## config.mk

```make
export PLATFORM = sky130hd
export DESIGN_NAME = fifo_axis_reader
export DESIGN_NICKNAME = d
export VERILOG_FILES = /design/src/rtl/fifo_axis_reader_pkg.sv /design/src/rtl/fifo_axis_reader_skid.sv /design/src/rtl/fifo_axis_reader.sv
export SDC_FILE = /design/constraint.sdc
export NUM_CORES = 1
export LEC_CHECK = 0
export ABC_AREA = 1
export BUFFER_PORTS_ARGS = -buffer_cell sky130_fd_sc_hd__buf_2
export CORE_MARGIN = 4
export CORE_UTILIZATION = 30
export DETAILED_ROUTE_END_ITERATION = 8
export PLACE_DENSITY = 0.48
export SLEW_MARGIN = 20
export SYNTH_ARGS = -nofsm -noshare
export SYNTH_HDL_FRONTEND = slang
export SYNTH_SLANG_ARGS = --single-unit
```

## constraint.sdc

```tcl
create_clock -name clk -period 3.4 [get_ports clk]
set_clock_uncertainty 0.05 [all_clocks]
set_input_delay 0.51 -clock clk [delete_from_list [all_inputs] [get_ports clk]]
set_output_delay 0.51 -clock clk [all_outputs]
set_load 0.02 [all_outputs]
```

## src/rtl/fifo_axis_reader_pkg.sv

```systemverilog
// ---------------------------------------------------------------------------
// fifo_axis_reader_pkg
//   Shared types and defaults for the FIFO -> AXI4-Stream drain path. The
//   upstream packer uses the same beat layout and packet-length defaults, so
//   both sides agree on framing without duplicating constants.
//
//   Contents:
//     AXIS_DW        default stream data width
//     PKT_LEN_DEF    default beats per packet
//     CNT_WIDTH_DEF  default width of beat / packet counters
//     axis_beat_t    one stream beat (tlast flag + data) at the default width
//     pkt_last_idx   counter value of the final beat of a packet
// ---------------------------------------------------------------------------
package fifo_axis_reader_pkg;

    localparam int AXIS_DW       = 32;
    localparam int PKT_LEN_DEF   = 16;
    localparam int CNT_WIDTH_DEF = 16;

    // last sits above data so {last, data} packs directly into a skid-buffer
    // entry of width AXIS_DW+1.
    typedef struct packed {
        logic               last;
        logic [AXIS_DW-1:0] data;
    } axis_beat_t;

    // Beat index (0-based) that closes a packet of len beats.
    function automatic int unsigned pkt_last_idx(input int unsigned len);
        return len - 1;
    endfunction

endpackage : fifo_axis_reader_pkg

```

## src/rtl/fifo_axis_reader_skid.sv

```systemverilog
// ---------------------------------------------------------------------------
// axis_skid_buf2
//   Two-entry register FIFO used as an output buffer for stream stages. The
//   head entry drives the output directly, so data out is a flop with no
//   read-side mux delay.
//
//   Ports:
//     clk_i    clock
//     rst_ni   asynchronous active-low reset (clears occupancy and entries)
//     push_i   write din_i into the tail this cycle
//     din_i    entry to write
//     pop_i    consumer ready; the head is removed when valid_o && pop_i
//     dout_o   head entry
//     occ_o    occupancy, 0..2
//     valid_o  head holds an entry (occ_o != 0)
//
//   The caller must not push into a full buffer unless it pops in the same
//   cycle; such a push is dropped rather than overwriting buffered data.
// ---------------------------------------------------------------------------
module axis_skid_buf2 #(
    parameter int WIDTH = 33
) (
    input  logic             clk_i,
    input  logic             rst_ni,
    input  logic             push_i,
    input  logic [WIDTH-1:0] din_i,
    input  logic             pop_i,
    output logic [WIDTH-1:0] dout_o,
    output logic [1:0]       occ_o,
    output logic             valid_o
);

    logic [WIDTH-1:0] head_q, head_d;
    logic [WIDTH-1:0] tail_q, tail_d;
    logic [1:0]       occ_q, occ_d;
    logic             pop_ok;
    logic             push_ok;

    always_comb begin
        head_d  = head_q;
        tail_d  = tail_q;
        occ_d   = occ_q;
        pop_ok  = pop_i && (occ_q != 2'd0);
        push_ok = push_i && ((occ_q != 2'd2) || pop_ok);

        if (push_ok && pop_ok) begin
            // Occupancy unchanged; the older tail entry moves up so order holds.
            if (occ_q == 2'd2) begin
                head_d = tail_q;
                tail_d = din_i;
            end else begin
                head_d = din_i;
            end
        end else if (push_ok) begin
            if (occ_q == 2'd0) begin
                head_d = din_i;
            end else begin
                tail_d = din_i;
            end
            occ_d = occ_q + 2'd1;
        end else if (pop_ok) begin
            head_d = tail_q;
            occ_d  = occ_q - 2'd1;
        end
    end

    always_ff @(posedge clk_i or negedge rst_ni) begin
        if (!rst_ni) begin
            head_q <= '0;
            tail_q <= '0;
            occ_q  <= 2'd0;
        end else begin
            head_q <= head_d;
            tail_q <= tail_d;
            occ_q  <= occ_d;
        end
    end

    assign dout_o  = head_q;
    assign occ_o   = occ_q;
    assign valid_o = (occ_q != 2'd0);

endmodule : axis_skid_buf2

```

## src/rtl/fifo_axis_reader.sv

```systemverilog
// ---------------------------------------------------------------------------
// fifo_axis_reader
//   Drains a synchronous FIFO (1-cycle read latency) and re-presents the data
//   as an AXI4-Stream master with fixed-length tlast framing. A 2-entry output
//   buffer hides the read latency so a continuously ready consumer sees one
//   beat per clock.
//
//   Ports:
//     clk            clock shared with the FIFO
//     resetn         asynchronous active-low reset
//     fifo_dout      FIFO read data, valid the cycle after fifo_rd_en
//     fifo_empty     FIFO empty flag
//     fifo_rd_en     FIFO read enable
//     m_axis_tdata   stream data
//     m_axis_tvalid  stream valid
//     m_axis_tready  stream ready from consumer
//     m_axis_tlast   last beat of a PKT_LEN-beat packet
//     pkt_count      completed packets (wraps)
//     busy           data buffered/in flight or a packet partially sent
// ---------------------------------------------------------------------------
module fifo_axis_reader
    import fifo_axis_reader_pkg::*;
#(
    parameter int DATA_WIDTH = AXIS_DW,
    parameter int PKT_LEN    = PKT_LEN_DEF,
    parameter int CNT_WIDTH  = CNT_WIDTH_DEF
) (
    input  logic                  clk,
    input  logic                  resetn,
    input  logic [DATA_WIDTH-1:0] fifo_dout,
    input  logic                  fifo_empty,
    output logic                  fifo_rd_en,
    output logic [DATA_WIDTH-1:0] m_axis_tdata,
    output logic                  m_axis_tvalid,
    input  logic                  m_axis_tready,
    output logic                  m_axis_tlast,
    output logic [CNT_WIDTH-1:0]  pkt_count,
    output logic                  busy
);

    localparam logic [CNT_WIDTH-1:0] LAST_IDX = CNT_WIDTH'(pkt_last_idx(PKT_LEN));

    logic                 inflight_q, inflight_d;
    logic [CNT_WIDTH-1:0] beat_cnt_q, beat_cnt_d;
    logic [CNT_WIDTH-1:0] pkt_cnt_q,  pkt_cnt_d;

    logic [1:0]           occ;
    logic [DATA_WIDTH:0]  head;
    logic                 head_vld;
    logic                 pop;
    logic                 tag_last;
    logic [2:0]           load;

    assign pop = head_vld && m_axis_tready;

    // Slots already committed for the next cycle: buffered + in flight, less
    // the one leaving now. Counting the pop lets a read issue in the same
    // cycle a beat drains, which is what keeps the stream gap-free.
    assign load = {1'b0, occ} + {2'b00, inflight_q} - {2'b00, pop};

    // The resetn term keeps the read strobe low during reset even if the
    // empty flag has not yet settled.
    assign fifo_rd_en = resetn && !fifo_empty && (load < 3'd2);

    // Framing is decided at capture time and travels with the data, so a
    // stalled consumer cannot skew tlast relative to its beat.
    assign tag_last = (beat_cnt_q == LAST_IDX);

    always_comb begin
        inflight_d = fifo_rd_en;
        beat_cnt_d = beat_cnt_q;
        pkt_cnt_d  = pkt_cnt_q;
        if (inflight_q) begin
            beat_cnt_d = tag_last ? '0 : beat_cnt_q + 1'b1;
        end
        if (pop && head[DATA_WIDTH]) begin
            pkt_cnt_d = pkt_cnt_q + 1'b1;
        end
    end

    always_ff @(posedge clk or negedge resetn) begin
        if (!resetn) begin
            inflight_q <= 1'b0;
            beat_cnt_q <= '0;
            pkt_cnt_q  <= '0;
        end else begin
            inflight_q <= inflight_d;
            beat_cnt_q <= beat_cnt_d;
            pkt_cnt_q  <= pkt_cnt_d;
        end
    end

    axis_skid_buf2 #(
        .WIDTH (DATA_WIDTH + 1)
    ) u_buf (
        .clk_i   (clk),
        .rst_ni  (resetn),
        .push_i  (inflight_q),
        .din_i   ({tag_last, fifo_dout}),
        .pop_i   (m_axis_tready),
        .dout_o  (head),
        .occ_o   (occ),
        .valid_o (head_vld)
    );

    assign m_axis_tdata  = head[DATA_WIDTH-1:0];
    assign m_axis_tlast  = head[DATA_WIDTH];
    assign m_axis_tvalid = head_vld;
    assign pkt_count     = pkt_cnt_q;
    assign busy          = (occ != 2'd0) || inflight_q || (beat_cnt_q != '0);

endmodule : fifo_axis_reader

```

==> metrics.md <==
| Metric | Value |
|---|---|
| Crit Path Class | reg -> out |
| Die Y | 139.1 um |
| First-pass GRT wire length | 22,270 um |
| Num ports | 88 |
| Ant diodes | 0 |
| FMAX | 333.3 MHz |
| Antenna viol nets, final | 0 |
| Share of cells above drive strength 1 | 0.1651 |
| Crit. End Element | primary output |
| Power Dens Cells | 776.2 nW/um2 |
| Largest net degree at the start of global routing | 60 |
| Most numerous cell in the Yosys netlist | nand2_1 |
| Post-CTS Setup Bufs | 0 |
| Synth Instances | 673 |
| Hold WC Path Type | in -> async |
| Clock Latency Late Sink | 340 ps |
| Remaining routing DRC violations | 0 |
| Core Region | 16,700 um2 |
| Fin. max-slew vios | 0 |
| FF+latch area | 2527 um2 |
| Clock slew seen by the registers of the worst setup and hold paths | 70 ps |
| CTS buffer count | 9 |
| Placer Congestion | 0.8163 |
| Mapped Nets | 714 |
| Critical Path AT | 2440 ps |
| Slew @ Worst Pin | 755.5 ps |
| Seq/Total Area, Yosys | 0.4904 |
| Setup Viol. Count Final | 0 |
| Starting DRT DRC Count | 284 |
| Final Hold Viols | 0 |
| Final instance area | 6051 um2 |
| Wirelength, routed | 12,800 um |
| Number of synthesized register bits | 101 |
| Final net count | 793 |
| Fillers | 1,806 |
| RSZ-0062 raised after global routing | no |
| Cell taking the most area after synthesis | dfrtp_1 |
| Maxcap violations | 0 |
| Area Growth Syn to Fin | 17.41% |
| Ranking of synthesized cells by area | dfrtp_1 (49%), nand2_1 (16%), nand3_1 (8.4%) |
| Share of the synthesized area in the top cell type | 0.4904 |
| Starting Density | 0.3086 |
| Placed Area | 5739 um2 |
| Site Rows | 47 |
| Yosys synthesis warning count | 0 |
| Post-CTS Resized | 0 |
| DR pass1 iterations | 5 |
| Via count | 4,340 |
| Die width | 139.1 um |
| Crit-path max FO | 5 |
| Reg2reg setup slack | 860 ps |
| Post-DP HPWL | 8811 um |
| Main synth FF type | dfrtp_1 |
| Outcome | complete, no violations |
| Port bufs | 87 |
| Max IR drop VDD | 0.2721 mV |
| R2r startpoint | u_buf.occ_o[0]$_DFFE_PN0P_ |
| Worst setup SP type | flip-flop |
| Initial antenna violation count | 0 |
| CP startpoint | u_buf.occ_o[1]$_DFFE_PN0P_ |
| Multi-input logic area | 2063 um2 |
| Syn_area_per_cell | 7.658 um2 |
| Vias in the first global route | 4,328 |
| Relative slew slack | 0.4963 |
| Fin Hold WS | 131.8 ps |
| Post-Syn Area | 5154 um2 |
| Ys async rst share | 1.000 |
| Min cycle time layout | 3001 ps |
| H-tree level count | 3 |
| Clock buffer depth | 2 |
| Setup TNS | 0 ps |
| TritonCTS clock tree | built |
| DR vias/cell | 4.442 |
| Synth cell types | 30 |
| Tcrit/Tclk final | 0.8826 |
| Number of synthesized flops with an enable pin | 0 |
| Cell chosen for the clock root | clkbuf_16 |
| CP required | 2840 ps |
| CTS Sinks | 101 |
| Congestion Overflow GR | 0 |
| Die ar. | 19,340 um2 |
| Wire length per cell | 13.10 um |
| Hold buffers post-CTS | 0 |
| Tot GR Track Use | 0.1385 |
| P_leak | 3.347 nW |
| Leading cell types by count after synthesis | nand2_1 (216), dfrtp_1 (101), inv_1 (101) |
path summary, 6_finish.rpt:
path                                           endpoint  cells after the start
min reg2reg                u_buf.dout_o[15]$_DFFE_PN0P_                      2
max in group asynchronous  u_buf.tail_q[18]$_DFFE_PN0P_                      2
min in group clk                   inflight_q$_DFF_PN0_                      2
max reg2reg                 u_buf.tail_q[5]$_DFFE_PN0P_                     10
max                                          fifo_rd_en                      9
min                           beat_cnt_q[4]$_DFFE_PN0P_                      1
stage by stage:
step | total power [mW] | utilization | instances | setup WS (ps)
final | 4.697 | 0.3623 | 977 | 399.3
after global routing | 5.124 | 0.3623 | 977 | 173.5
after CTS | 4.784 | 0.3623 | 977 | 347.6
after detailed placement | 3.669 | 0.3436 | 961 | 641.6
after global placement | 3.618 | 0.3436 | 961 | 729.1
after floorplan | 3.171 | - | 673 | 783.9
cells by family after synthesis:
logic type	share of synthesized area
simple gates	0.3093
flops	0.4904
fa+ha+maj	0.01360
xor+xnor	0.02549
buf+inv	0.1092
compound gates	0.05196
critical path, stage by stage, from the launching register on:
cell and delay, ps:
dfrtp_1 440, inv_1 120, nor2_1 160, inv_1 80, nor2_1 170, o21ai_0 120
fa_1 490, nand2_1 50, nor3_1 250, buf_2 210
layer usage:
metal,global-route usage,up-vias,routed length (um)
li1,-,2239,-
met1,0.1886,2030,6179
met2,0.2219,59,6023
met3,0.02724,12,418
met4,0.04583,0,181
met5,0,-,0
power by group:
group          internal (mW)  total (mW)  switching, mW
clock                  0.628        1.08          0.453
sequential              1.60        1.85          0.252
combinational          0.577        1.76           1.19
cell type report:
type | count | share of cell area
clock buffers | 12 | 0.04404
clock inverters | 4 | 0.007444
inverters | 106 | 0.06576
multi-input cells | 442 | 0.3410
flip-flops and latches | 101 | 0.4177
well taps | 220 | 0.04549
repair buffers | 92 | 0.07858
sequential cells by signal, summed over array words and instances (netlist names):
register,flops
inflight_q,1
u_buf.tail_q,33
beat_cnt_q,16
pkt_count,16
u_buf.occ_o,2
u_buf.dout_o,33
cell usage in the layout, fill, tap and decap left out, types with 3 or more instances in the layout:
master and count:
clkinv_2 3, xnor2_1 5, nor2_2 3, inv_1 101, nand3_1 87, a21oi_1 3
nor3_1 10, clkbuf_8 3, inv_2 5, o21ai_0 29, o21ai_1 14, buf_4 6
nand2_2 5, nor2_1 37, xor2_1 10, ha_1 4, clkbuf_16 9, dfrtp_1 101
nand2_1 216, buf_2 86, nand4_1 9
Power figures use the tool's default switching activity.
